**src/rtl/slot_credit_display.sv**
```systemverilog
// Credit/win display: synchronizes SPI-domain values, converts them to BCD with a
// double-dabble FSM, and scans five active-low digits. Optional macro: WIN_BLINK_EN.
module slot_credit_display #(
  parameter int SCAN_DIV  = 25000,
  parameter int WIN_HOLD  = 50000000,
  parameter int BLINK_DIV = 6250000
) (
  input  logic        clk,
  input  logic        reset_n,
  input  logic [11:0] total_credits,
  input  logic        is_total,
  input  logic [11:0] win_credits,
  input  logic        is_win,
  output logic [4:0]  select,
  output logic [6:0]  seven_segment_output
);

  localparam int SCAN_W = (SCAN_DIV > 1) ? $clog2(SCAN_DIV) : 1;
  localparam int HOLD_W = $clog2(WIN_HOLD + 1);

  localparam logic [6:0] SEG_BLANK = 7'b1111111;
  localparam logic [6:0] SEG_C     = 7'b1000110;
  localparam logic [6:0] SEG_P     = 7'b0001100;

  typedef enum logic [1:0] {
    ST_IDLE  = 2'd0,
    ST_SHIFT = 2'd1,
    ST_LOAD  = 2'd2
  } state_t;

  state_t state_q, state_d;

  logic [2:0]        tot_sync_q, win_sync_q;
  logic [11:0]       tot_shadow_q, tot_shadow_d;
  logic [11:0]       win_shadow_q, win_shadow_d;
  logic              tot_pend_q, tot_pend_d;
  logic              win_pend_q, win_pend_d;
  logic [11:0]       bin_q, bin_d;
  logic [15:0]       bcd_q, bcd_d;
  logic [3:0]        cnt_q, cnt_d;
  logic              src_q, src_d;
  logic [15:0]       tot_disp_q, tot_disp_d;
  logic [15:0]       win_disp_q, win_disp_d;
  logic              win_mode_q, win_mode_d;
  logic [HOLD_W-1:0] hold_q, hold_d;
  logic [SCAN_W-1:0] scan_cnt_q, scan_cnt_d;
  logic [2:0]        idx_q, idx_d;
  logic [4:0]        sel_q, sel_d;
  logic [6:0]        seg_q, seg_d;

  logic        tot_rise, win_rise;
  logic        tot_clr, win_clr;
  logic        load_tot, load_win;
  logic [15:0] adj;
  logic [15:0] act;
  logic        blink_blank;

  function automatic logic [6:0] seg7(input logic [3:0] d);
    case (d)
      4'd0:    seg7 = 7'b1000000;
      4'd1:    seg7 = 7'b1111001;
      4'd2:    seg7 = 7'b0100100;
      4'd3:    seg7 = 7'b0110000;
      4'd4:    seg7 = 7'b0011001;
      4'd5:    seg7 = 7'b0010010;
      4'd6:    seg7 = 7'b0000010;
      4'd7:    seg7 = 7'b1111000;
      4'd8:    seg7 = 7'b0000000;
      4'd9:    seg7 = 7'b0010000;
      default: seg7 = SEG_BLANK;
    endcase
  endfunction

  // Bit 1 is the synchronized level; bit 2 is its one-cycle-old copy for edge detection.
  assign tot_rise = tot_sync_q[1] & ~tot_sync_q[2];
  assign win_rise = win_sync_q[1] & ~win_sync_q[2];

  always_comb begin
    for (int i = 0; i < 4; i++) begin
      adj[4*i +: 4] = (bcd_q[4*i +: 4] >= 4'd5) ? bcd_q[4*i +: 4] + 4'd3 : bcd_q[4*i +: 4];
    end
  end

  always_comb begin
    state_d  = state_q;
    bin_d    = bin_q;
    bcd_d    = bcd_q;
    cnt_d    = cnt_q;
    src_d    = src_q;
    tot_clr  = 1'b0;
    win_clr  = 1'b0;
    load_tot = 1'b0;
    load_win = 1'b0;
    case (state_q)
      ST_IDLE: begin
        if (tot_pend_q) begin
          bin_d   = tot_shadow_q;
          src_d   = 1'b0;
          bcd_d   = 16'd0;
          cnt_d   = 4'd0;
          tot_clr = 1'b1;
          state_d = ST_SHIFT;
        end else if (win_pend_q) begin
          bin_d   = win_shadow_q;
          src_d   = 1'b1;
          bcd_d   = 16'd0;
          cnt_d   = 4'd0;
          win_clr = 1'b1;
          state_d = ST_SHIFT;
        end
      end
      ST_SHIFT: begin
        bcd_d = {adj[14:0], bin_q[11]};
        bin_d = {bin_q[10:0], 1'b0};
        cnt_d = cnt_q + 4'd1;
        if (cnt_q == 4'd11) state_d = ST_LOAD;
      end
      ST_LOAD: begin
        load_tot = ~src_q;
        load_win = src_q;
        state_d  = ST_IDLE;
      end
      default: state_d = ST_IDLE;
    endcase
  end

  // A new edge wins over the IDLE clear so a value arriving mid-start is never lost.
  always_comb begin
    tot_shadow_d = tot_rise ? total_credits : tot_shadow_q;
    win_shadow_d = win_rise ? win_credits : win_shadow_q;
    tot_pend_d   = tot_rise | (tot_pend_q & ~tot_clr);
    win_pend_d   = win_rise | (win_pend_q & ~win_clr);
    tot_disp_d   = load_tot ? bcd_q : tot_disp_q;
    win_disp_d   = load_win ? bcd_q : win_disp_q;
    win_mode_d   = win_mode_q;
    hold_d       = hold_q;
    if (load_win) begin
      win_mode_d = 1'b1;
      hold_d     = HOLD_W'(WIN_HOLD - 1);
    end else if (win_mode_q) begin
      if (hold_q == '0) win_mode_d = 1'b0;
      else              hold_d     = hold_q - HOLD_W'(1);
    end
  end

  always_comb begin
    scan_cnt_d = scan_cnt_q + SCAN_W'(1);
    idx_d      = idx_q;
    if (scan_cnt_q == SCAN_W'(SCAN_DIV - 1)) begin
      scan_cnt_d = '0;
      idx_d      = (idx_q == 3'd4) ? 3'd0 : idx_q + 3'd1;
    end
  end

`ifdef WIN_BLINK_EN
  localparam int BLINK_W = (BLINK_DIV > 1) ? $clog2(BLINK_DIV) : 1;
  logic [BLINK_W-1:0] blink_cnt_q, blink_cnt_d;
  logic               blink_off_q, blink_off_d;

  always_comb begin
    blink_cnt_d = blink_cnt_q;
    blink_off_d = blink_off_q;
    if (load_win) begin
      blink_cnt_d = '0;
      blink_off_d = 1'b0;
    end else if (win_mode_q) begin
      if (blink_cnt_q == BLINK_W'(BLINK_DIV - 1)) begin
        blink_cnt_d = '0;
        blink_off_d = ~blink_off_q;
      end else begin
        blink_cnt_d = blink_cnt_q + BLINK_W'(1);
      end
    end
  end

  always_ff @(posedge clk) begin
    if (!reset_n) begin
      blink_cnt_q <= '0;
      blink_off_q <= 1'b0;
    end else begin
      blink_cnt_q <= blink_cnt_d;
      blink_off_q <= blink_off_d;
    end
  end

  assign blink_blank = win_mode_q & blink_off_q;
`else
  assign blink_blank = 1'b0;
`endif

  assign act = win_mode_q ? win_disp_q : tot_disp_q;

  // Leading-zero blanking: a digit is blank when it and everything above it is zero.
  always_comb begin
    sel_d = ~(5'b00001 << idx_q);
    seg_d = SEG_BLANK;
    case (idx_q)
      3'd0: seg_d = seg7(act[3:0]);
      3'd1: seg_d = (act[15:4] == 12'd0) ? SEG_BLANK : seg7(act[7:4]);
      3'd2: seg_d = (act[15:8] == 8'd0) ? SEG_BLANK : seg7(act[11:8]);
      3'd3: seg_d = (act[15:12] == 4'd0) ? SEG_BLANK : seg7(act[15:12]);
      3'd4: seg_d = win_mode_q ? SEG_P : SEG_C;
      default: seg_d = SEG_BLANK;
    endcase
    if (blink_blank && idx_q != 3'd4) seg_d = SEG_BLANK;
  end

  always_ff @(posedge clk) begin
    if (!reset_n) begin
      state_q      <= ST_IDLE;
      tot_sync_q   <= 3'b000;
      win_sync_q   <= 3'b000;
      tot_shadow_q <= 12'd0;
      win_shadow_q <= 12'd0;
      tot_pend_q   <= 1'b0;
      win_pend_q   <= 1'b0;
      bin_q        <= 12'd0;
      bcd_q        <= 16'd0;
      cnt_q        <= 4'd0;
      src_q        <= 1'b0;
      tot_disp_q   <= 16'd0;
      win_disp_q   <= 16'd0;
      win_mode_q   <= 1'b0;
      hold_q       <= '0;
      scan_cnt_q   <= '0;
      idx_q        <= 3'd0;
      sel_q        <= 5'b11111;
      seg_q        <= SEG_BLANK;
    end else begin
      state_q      <= state_d;
      tot_sync_q   <= {tot_sync_q[1:0], is_total};
      win_sync_q   <= {win_sync_q[1:0], is_win};
      tot_shadow_q <= tot_shadow_d;
      win_shadow_q <= win_shadow_d;
      tot_pend_q   <= tot_pend_d;
      win_pend_q   <= win_pend_d;
      bin_q        <= bin_d;
      bcd_q        <= bcd_d;
      cnt_q        <= cnt_d;
      src_q        <= src_d;
      tot_disp_q   <= tot_disp_d;
      win_disp_q   <= win_disp_d;
      win_mode_q   <= win_mode_d;
      hold_q       <= hold_d;
      scan_cnt_q   <= scan_cnt_d;
      idx_q        <= idx_d;
      sel_q        <= sel_d;
      seg_q        <= seg_d;
    end
  end

  assign select               = sel_q;
  assign seven_segment_output = seg_q;

endmodule

```
**config.mk**
```make
export PLATFORM = sky130hd
export DESIGN_NAME = slot_credit_display
export DESIGN_NICKNAME = d
export VERILOG_FILES = /design/src/rtl/slot_credit_display.sv
export SDC_FILE = /design/constraint.sdc
export NUM_CORES = 1
export LEC_CHECK = 0
export ABC_AREA = 1
export BUFFER_PORTS_ARGS = -buffer_cell sky130_fd_sc_hd__buf_2
export CORE_MARGIN = 3
export CORE_UTILIZATION = 45
export DETAILED_ROUTE_END_ITERATION = 10
export GPL_TIMING_DRIVEN = 0
export PLACE_DENSITY = 0.71
export SLEW_MARGIN = 15
export SYNTH_ARGS = -nofsm -noshare
export SYNTH_HDL_FRONTEND = slang
export SYNTH_SLANG_ARGS = --single-unit
```
**constraint.sdc**
```tcl
create_clock -name clk -period 5.23 [get_ports clk]
set_input_delay 0.523 -clock clk [delete_from_list [all_inputs] [get_ports clk]]
set_output_delay 0.523 -clock clk [all_outputs]
set_load 0.03 [all_outputs]
```
==> reports/metrics.yaml, run 1 <==
fp.dieArea_sq_um: 19900
rrSetupSlack_ps: 2950
postCtsSetupBuffers: 0
first_pass_iters: 6
critical_path.startpoint_type: "flop"
number_of_cells_upsized_or_downsized_after_cts: 0
ioPinCount: 40
worstRegToRegCells: 11
timing_worst_slew_pin_value_ps: 577
hold_path_depth: 3
clock_root_buffer: "clkbuf_16"
power_mw: 2.62
total_of_max_cap_violations: 0
die_boundary_height_microns: 141
rsz0062_at_grt: "false"
synth.most_common_cell: "nand2_1"
path_clk_slew_ps: 60
achievable-frequency_ghz: 0.438
via_per_inst: 5.12
area_inside_the_core_boundary_sq_um: 17500
fraction_of_registers_with_async_set_reset_pct: 0
n_fill_cell: 1703
clock_path_buffers: 2
hpwl_mm: 14.3
postSynthNetCount: 1237
layout-drive-gt1-share_pct: 11.4
final_net_count: 1294
synth.avg_cell_area_sq_um: 6.99
netlist_area_sq_um: 8190
synth_ff_type: "dfxtp_1"
final_hold_viol_count: 0
drv_slew: 0
die_outline_width_microns: 141
netlist.top_cell.by_area: "dfxtp_1"
detail_route.wl_per_cell_microns: 13.3
cts_tree: "yes"
first_pass_grt_wire_length_mm: 33.7
timing.hold.worst.class: "in -> reg"
vias: 7504
grt.total_usage_pct: 20.4
synth-edff-count: 0
globalRoute.totalOverflow: 0
timing.critical_path.fanout_max: 10
clk-insertion-delay-late_ps: 430
type_of_the_worst_setup_path: "reg -> reg"
post_synth_main_area_contributors: "dfxtp_1 38%, nand2_1 10%, inv_1 7.6%"
crit-reg2reg-launch: "win_mode_q"
synth_seq_cells: 156
first_global_vias: 7148
syn-instance-count: 1172
timing.setup.tns_ps: 0
cts_htree_levels: 4
final_instance_area_sq_um: 9260
timing.final.crit_period_ps: 2290
ant_nets: 0
grt_antenna_before_repair: 0
cts_hold_repair.buffers: 0
p_leak_nw: 4.04
power_density_nw_per_um2: 283
timing.hold.worst.start: "is_total"
remaining_drc_errors: 0
io_buffers: 38
antenna_diode_count: 0
status: "finished, final reports clean"
tritoncts.num_buffers: 17
synth.yosys.warnings: 0
yosys.cell_types.count: 41
routabilityCongestion: 0.920
starting_density_of_the_core_pct: 46.7
critPathArrivalTime_ps: 2580
most_used_standard_cells_in_the_synthesized_netlist: "224 x nand2_1, 166 x inv_1, 156 x dfxtp_1"
clock-sinks: 156
post-route-util_pct: 52.8
ir_drop_mv: 0.234
layout_worst_path_cycle_share_pct: 43.7
crit_path_end_kind: "flop"
wirelength_mm: 19.5
synth_sequential_area_ratio_pct: 38.1
placedInstanceArea_sq_um: 8670
initialDrtViolationCount: 487
worst_path_required_ps: 5530
timing.rr.end: "seven_segment_output[0]"
largest_net_degree_at_the_start_of_global_routing: 17
clock-skew-final_ps: 14.3
synth_top_area_share_pct: 38.1
max_slew_margin_pct: 61.5
whs_endpoint: "tot_sync_q[0]"
flow.area_growth_from_synthesis_pct: 13.0
setup_violations: 0
num_rows: 48
## worst max-delay path, stage by stage (launching register included)
cell and delay, ps:
dfxtp_1 340, buf_6 170, buf_6 170, buf_6 150
nand2_1 80, o21ai_1 270, inv_1 130, ha_1 210
o21ai_0 230, a21oi_1 60, o21ai_0 210, nand3_1 120
## cells in the final DEF (no fill, tap or decap), drive strengths merged, types with 2 or more instances in the layout
cell        n
or2         6
clkinv      2
o211ai     23
inv       184
clkbuf     42
o22ai       4
bufinv      2
a31oi       2
o21ai     136
ha         37
dfxtp     156
buf        57
nand2     229
a21oi     102
nor2      124
o21a        3
nand3b      5
a211oi      2
a22oi       5
nand3      79
nand4       8
xnor2       4
clkinvlp    3
xor2        8
nor3       14
nor3b       2
## flip-flops by register name, summed over array words and instances, names as in the netlist
name and flops:
tot_sync_q 3, win_pend_q 1, bin_q 12, cnt_q 4
state_q 2, select 5, tot_shadow_q 12, win_shadow_q 12
idx_q 3, bcd_q 16, tot_pend_q 1, scan_cnt_q 15
win_disp_q 16, seven_segment_output 7, hold_q 26, src_q 1
tot_disp_q 16, win_mode_q 1, win_sync_q 3
## worst max path at each step
stage,startpoint,end,slack (ps),cells past startpoint
after CTS,win_mode_q,seven_segment_output[0],2960,11
after detailed placement,win_mode_q,seven_segment_output[0],2970,11
after floorplan,win_mode_q,seven_segment_output[3],3360,14
after global placement,win_mode_q,seven_segment_output[0],3010,11
final,win_mode_q,seven_segment_output[0],2950,11
after global routing,win_mode_q,seven_segment_output[0],2780,11
## where the power goes
| group | leakage (nW) | switching [mW] | internal, mW | total (mW) |
|---|---|---|---|---|
| clock | 0.284 | 0.537 | 0.725 | 1.26 |
| sequential | 1.27 | 0.0121 | 1.22 | 1.23 |
| combinational | 2.49 | 0.0885 | 0.0413 | 0.130 |
## kinds of logic (layout without fill, tap and decap cells)
logic type                 after synthesis  after routing  synth area share [%]
DFF                                    156            156                  38.1
and+or+nand+nor                        468            468                  25.3
AOI/OAI and AO/OA                      278            278                  18.8
adders and majority gates               37             37                  5.65
xor gates and xnor gates                12             12                  1.28
buffers and inverters                  221            290                  10.9
## layer usage
| layer | wire, microns | up-vias | track usage, % |
|---|---|---|---|
| met5 | 0 | - | 0 |
| met1 | 9400 | 3416 | 27.6 |
| met4 | 373 | 0 | 6.68 |
| met2 | 8930 | 161 | 32.9 |
| li1 | - | 3896 | - |
| met3 | 780 | 31 | 3.70 |
## metrics by stage
step | worst slack (ps) | hold slack [ps] | instances
2_1_floorplan | 3360 | 390 | 1172
3_3_place_gp | 3010 | 392 | 1435
3_5_place_dp | 2970 | 404 | 1435
4_1_cts | 2960 | 266 | 1466
5_1_grt | 2780 | 276 | 1466
6_report | 2950 | 276 | 1466
## final cells by class
class	instances	area [sq um]	area share, %
Multi-Input combinational cell	795	4180	45.1
Sequential cell	156	3120	33.7
Inverter	178	668	7.22
Clock buffer	18	439	4.74
Tap cell	225	282	3.04
Buffer	43	223	2.41
Timing Repair Buffer	38	190	2.05
Clock inverter	13	154	1.66
No activity file was read; power rests on OpenSTA's default activity.
==> run 2: changes to the inputs <==
Clock period 5.23 ns to 2.3 ns, I/O delays scaled along.
==> reports/metrics.yaml, run 2 (synthesized netlist as in run 1, its figures left out) <==
timing.setup.tns_ps: 0  # unchanged
drv_slew: 0  # unchanged
io_buffers: 38  # unchanged
final_net_count: 1296  # +0.15%
cts_tree: "yes"
crit_chain: "buf_6 > buf_6 > buf_6 > nand2_1 > o21ai_2 > inv_1 > ha_1 > o21ai_0 > nor2_1 > nor2_1 > nor2_1 > nor2_1 > nand3_1"
cp.buffers_inverters: 4  # unchanged
die_outline_width_microns: 141  # unchanged
tritoncts.num_buffers: 17  # unchanged
largest_net_degree_at_the_start_of_global_routing: 17  # unchanged
num_rows: 48  # unchanged
routabilityCongestion: 0.920  # unchanged
type_of_the_worst_setup_path: "reg -> reg"
area_inside_the_core_boundary_sq_um: 17500  # unchanged
route.layer.met1.wl_mm: 9.34  # -0.62%
fp.dieArea_sq_um: 19900  # unchanged
timing.final.crit_period_ps: 2200  # -82.1 ps
top_signal_layer_used: "met4"
starting_density_of_the_core_pct: 46.7  # unchanged
layout-drive-gt1-share_pct: 11.7  # +0.30 points
rsz0062_at_grt: "false"
ioPinCount: 40  # unchanged
ir_drop_mv: 0.539  # +130%
antenna_diode_count: 0  # unchanged
largest_register_ffs: 26  # unchanged
die_boundary_height_microns: 141  # unchanged
p_leak_nw: 4.05  # +0.28%
flow.area_growth_from_synthesis_pct: 13.4
longest_individual_stage_delay_on_the_worst_path_ps: 360  # +20 ps
layout_worst_path_cycle_share_pct: 95.8  # +52 points
setup_slack_of_the_critical_path_after_layout_ps: 97.1  # -2850 ps
grt.total_usage_pct: 20.4  # +0.043 points
vias: 7532  # +0.37%
worst_path_required_ps: 2600  # -2930 ps
wl_met3_microns: 922  # +18%
globalRoute.totalOverflow: 0  # unchanged
crit_path_end_kind: "flop"
initialDrtViolationCount: 509  # +4.5%
ant_nets: 0  # unchanged
hpwl_mm: 14.3  # unchanged
critical_path.startpoint_type: "flop"
cp_top_family: "buffers and inverters"
layout_common_cells: "224 x nand2_1, 166 x inv_1, 156 x dfxtp_1"
first_pass_iters: 5  # -1
achievable-frequency_ghz: 0.454  # +3.7%
detail_route.wl_per_cell_microns: 13.3  # +0.38%
critical-path-slowest-cell: "dfxtp_1"
setup_violations: 0  # unchanged
cts_htree_levels: 4  # unchanged
first_global_vias: 7172  # +0.34%
clock-skew-final_ps: 11.6  # -2.68 ps
timing_worst_slew_pin_value_ps: 582  # +5.42 ps
clock-sinks: 156  # unchanged
max_slew_margin_pct: 61.2  # -0.36 points
wirelength_mm: 19.6  # +0.52%
grt_antenna_before_repair: 0  # unchanged
largest_register: "hold_q"
power_density_nw_per_um2: 642  # +130%
clk-insertion-delay-late_ps: 430  # about the same
status: "finished, final reports clean"
n_fill_cell: 1698  # -0.29%
timing.critical_path.fanout_max: 10  # unchanged
critical-path-top-cell-by-count: "nor2_1"
most_common_cell_after_layout_fill_and_taps_aside: "nand2_1"
total_of_max_cap_violations: 0  # unchanged
postCtsSetupBuffers: 0  # unchanged
clock_path_buffers: 2  # unchanged
final_hold_viol_count: 0  # unchanged
first_pass_grt_wire_length_mm: 33.7  # +0.20%
clock_root_buffer: "clkbuf_16"
dp_worst_setup_slack_ps: 44.3  # -2930 ps
route.met2.wl_mm: 8.96  # +0.36%
path_clk_slew_ps: 70  # about the same
timing.hold.worst.class: "in -> reg"
via_per_inst: 5.13  # +0.24%
remaining_drc_errors: 0  # unchanged
critPathArrivalTime_ps: 2510  # -70 ps
==> run 2: worst reg2reg max path: stages, from the launching register on <==
cell     delay, ps
dfxtp_1        360
buf_6          170
buf_6          170
buf_6          160
nand2_1        100
o21ai_2        130
inv_1          100
ha_1           200
o21ai_0        260
nor2_1          70
nor2_1         100
nor2_1          50
nor2_1          90
nand3_1        100
==> run 2: path summary, 6_finish.rpt <==
kind / start / endpoint / slack [ps] / cells after the start
min: win_credits[5] / win_shadow_q[5] / 20 / 3
max reg2reg: win_mode_q / seven_segment_output[0] / 100 / 13
min reg2reg: tot_sync_q[0] / tot_sync_q[1] / 410 / 2
max: win_mode_q / seven_segment_output[0] / 100 / 13
==> run 2: cell type report <==
type	count	area [sq um]	area share, %
repair buffers	40	210	2.26
clock inverters	13	154	1.66
plain buffers	43	225	2.42
multi-input cells	795	4190	45.1
well taps	225	282	3.03
flip-flops and latches	156	3120	33.6
clock buffers	18	439	4.73
inverters	178	668	7.19
==> run 2: repair_timing <==
action / 4_1_cts / 5_1_grt
resized for setup: 0 / 5
hold endpoints to repair: 2 / 0
setup endpoints to repair: 0 / 6
hold buffers: 2 / 0
==> run 2: metal layers <==
layer,vias up,track usage (%)
li1,3900,-
met1,3415,27.6
met5,-,0
met3,29,3.70
met2,188,33.1
met4,0,6.68
==> run 2: report_power, final <==
part           leakage (nW)  total (mW)  internal (mW)  switching [mW]
Combinational          2.50       0.299         0.0961           0.203
Clock                 0.284        2.87           1.65            1.23
Sequential             1.27        2.79           2.76          0.0276
==> run 2: metrics by stage <==
stage          hold WS (ps)  cells  area, sq um  power [mW]  utilization [%]
5_1_grt                32.5   1468         9290        6.15             53.0
3_3_place_gp            392   1435         8670        3.14             49.4
4_1_cts                11.1   1468         9280        5.99             52.9
6_report               16.7   1468         9290        5.96             53.0
3_5_place_dp            404   1435         8670        3.15             49.4
2_1_floorplan           328   1172         8190        3.04                -
==> run 3: changes to the inputs <==
Settings changed: CORE_MARGIN 3 to not set.
==> reports/metrics.yaml, run 3 (synthesized netlist as in run 1, its figures left out) <==
num_rows: 48  # unchanged
grt_antenna_before_repair: 0  # unchanged
final_net_count: 1296  # unchanged
io_buffers: 38  # unchanged
routabilityCongestion: 0.902  # -2.0%
critical-path-slowest-cell: "dfxtp_1"
clk-insertion-delay-late_ps: 430  # about the same
detail_route.wl_per_cell_microns: 13.0  # -2.5%
timing.critical_path.fanout_max: 10  # unchanged
grt.total_usage_pct: 21.6  # +1.2 points
timing.hold.worst.class: "in -> reg"
share_clk_of_total_power_pct: 46.9  # -1.3 points
cp.buffers_inverters: 5  # +1
remaining_drc_errors: 0  # unchanged
power_report.internal_total_mw: 4.37  # -3.1%
first_pass_iters: 5  # unchanged
largest_register: "hold_q"
clock-skew-final_ps: 13.0  # +1.34 ps
drv_slew: 0  # unchanged
critPathArrivalTime_ps: 2430  # -80 ps
switch_share_pct: 24.8  # +0.39 points
timing.final.crit_period_ps: 2130  # -76.0 ps
ir_drop_mv: 0.610  # +13%
path_clk_slew_ps: 70  # about the same
setup_violations: 0  # unchanged
worst_hold_slack_ps: 14.4  # -2.31 ps
cts_tree: "yes"
hpwl_mm: 14.1  # -1.6%
initialDrtViolationCount: 510  # +0.20%
first_pass_grt_wire_length_mm: 32.2  # -4.5%
p_switching_mw: 1.44  # -1.0%
post-route-util_pct: 52.8  # -0.19 points
p_leak_nw: 4.03  # -0.55%
timing.setup.tns_ps: 0  # unchanged
die_outline_width_microns: 137  # -2.8%
layout_common_cells: "224 x nand2_1, 166 x inv_1, 156 x dfxtp_1"
final_hold_viol_count: 0  # unchanged
die_boundary_height_microns: 137  # -2.8%
power_mw: 5.81  # -2.6%
critical_path.startpoint_type: "flop"
max_slew_margin_pct: 60.3  # -0.90 points
rsz0062_at_grt: "false"
vias: 7555  # +0.31%
fp.dieArea_sq_um: 18800  # -5.6%
setup_slack_of_the_critical_path_after_layout_ps: 173  # +76.0 ps
achievable-frequency_ghz: 0.470  # +3.6%
crit_chain: "buf_6 > buf_6 > clkbuf_4 > o21a_1 > inv_1 > ha_1 > inv_1 > nor2_1 > o21ai_0 > o21ai_0 > nand3_1"
first_global_vias: 6803  # -5.1%
worst_path_required_ps: 2610  # about the same
most_common_cell_after_layout_fill_and_taps_aside: "nand2_1"
timing_worst_slew_pin_value_ps: 596  # +13.6 ps
ant_nets: 0  # unchanged
crit_path_end_kind: "flop"
largest_register_ffs: 26  # unchanged
ioPinCount: 40  # unchanged
longest_individual_stage_delay_on_the_worst_path_ps: 320  # -40 ps
globalRoute.totalOverflow: 0  # unchanged
cts_htree_levels: 4  # unchanged
type_of_the_worst_setup_path: "reg -> reg"
status: "finished, final reports clean"
area_inside_the_core_boundary_sq_um: 17500  # unchanged
postCtsSetupBuffers: 0  # unchanged
dp_worst_setup_slack_ps: 74.4  # +30.1 ps
rrSetupSlack_ps: 170  # +80 ps
power_density_nw_per_um2: 627  # -2.3%
clock_path_buffers: 2  # unchanged
largest_net_degree_at_the_start_of_global_routing: 17  # unchanged
via_per_inst: 5.15  # +0.31%
cp_top_family: "buffers and inverters"
total_of_max_cap_violations: 0  # unchanged
layout_worst_path_cycle_share_pct: 92.5  # -3.3 points
clock-sinks: 156  # unchanged
wirelength_mm: 19.1  # -2.5%
layout-drive-gt1-share_pct: 11.6  # -0.16 points
flow.area_growth_from_synthesis_pct: 13.0
tritoncts.num_buffers: 17  # unchanged
clock_root_buffer: "clkbuf_16"
pwr-share-seq_pct: 48.0  # +1.2 points
starting_density_of_the_core_pct: 46.7  # unchanged
antenna_diode_count: 0  # unchanged
combinational_power_share_pct: 5.1  # about the same
run 3: changes by cell type in the layout (fill, tap and decap cells not counted), sizes merged:
cell      change
bufinv        -1
clkinvlp      +1
run 3: routing by layer:
layer | vias up | part of all wire (%) | GRT usage (%)
li1 | 3909 | - | -
met1 | 3443 | 48 | 29.1
met2 | 175 | 46 | 35.3
met3 | 28 | 4.6 | 3.41
met4 | 0 | 1.4 | 6.53
met5 | - | 0 | 0
run 3: power by group through the flow:
| stage | logic (mW) | clock network [mW] | registers, mW |
|---|---|---|---|
| floorplan | 0.185 | 0 | 2.86 |
| global placement | 0.292 | 0 | 2.85 |
| detailed placement | 0.296 | 0 | 2.85 |
| CTS | 0.300 | 2.75 | 2.79 |
| global route | 0.335 | 2.87 | 2.79 |
| finish | 0.297 | 2.72 | 2.79 |
run 3: repair_timing:
action	in CTS	in global routing
endpoints found under the setup margin	0	6
resized for setup	0	6
endpoints found under the hold margin	2	0
hold buffers	2	0
run 3: final timing paths:
kind	start	to	depth (start not counted)
worst min-delay path	win_credits[8]	win_shadow_q[8]	3
worst max-delay path	win_mode_q	seven_segment_output[3]	11
worst min register to register	win_sync_q[0]	win_sync_q[1]	2
worst max register to register	win_mode_q	seven_segment_output[3]	11
run 3: final cells by class:
cell class              instances  area, sq um
multi-input cells             795         4190
repair buffers                 40          210
plain buffers                  43          225
clock buffers                  18          429
clock inverters                13          133
inverters                     178          668
flip-flops and latches        156         3120
fillers                      1730         8280
well taps                     225          282
run 3: metrics by stage:
step                      std cells  instance area [sq um]
after global routing           1468                   9260
after floorplan                1172                   8190
after global placement         1435                   8670
after detailed placement       1435                   8670
after CTS                      1468                   9250
final                          1468                   9260
run 3: worst reg2reg max path, delay by kind of cell, from the launching register on:
kind | cells | cell delay (ps)
buffers and inverters | 5 | 700
AO/OA/AOI/OAI | 3 | 520
flip-flops | 1 | 320
adder cells (fa/ha/maj) | 1 | 290
AND/OR/NAND/NOR | 2 | 180
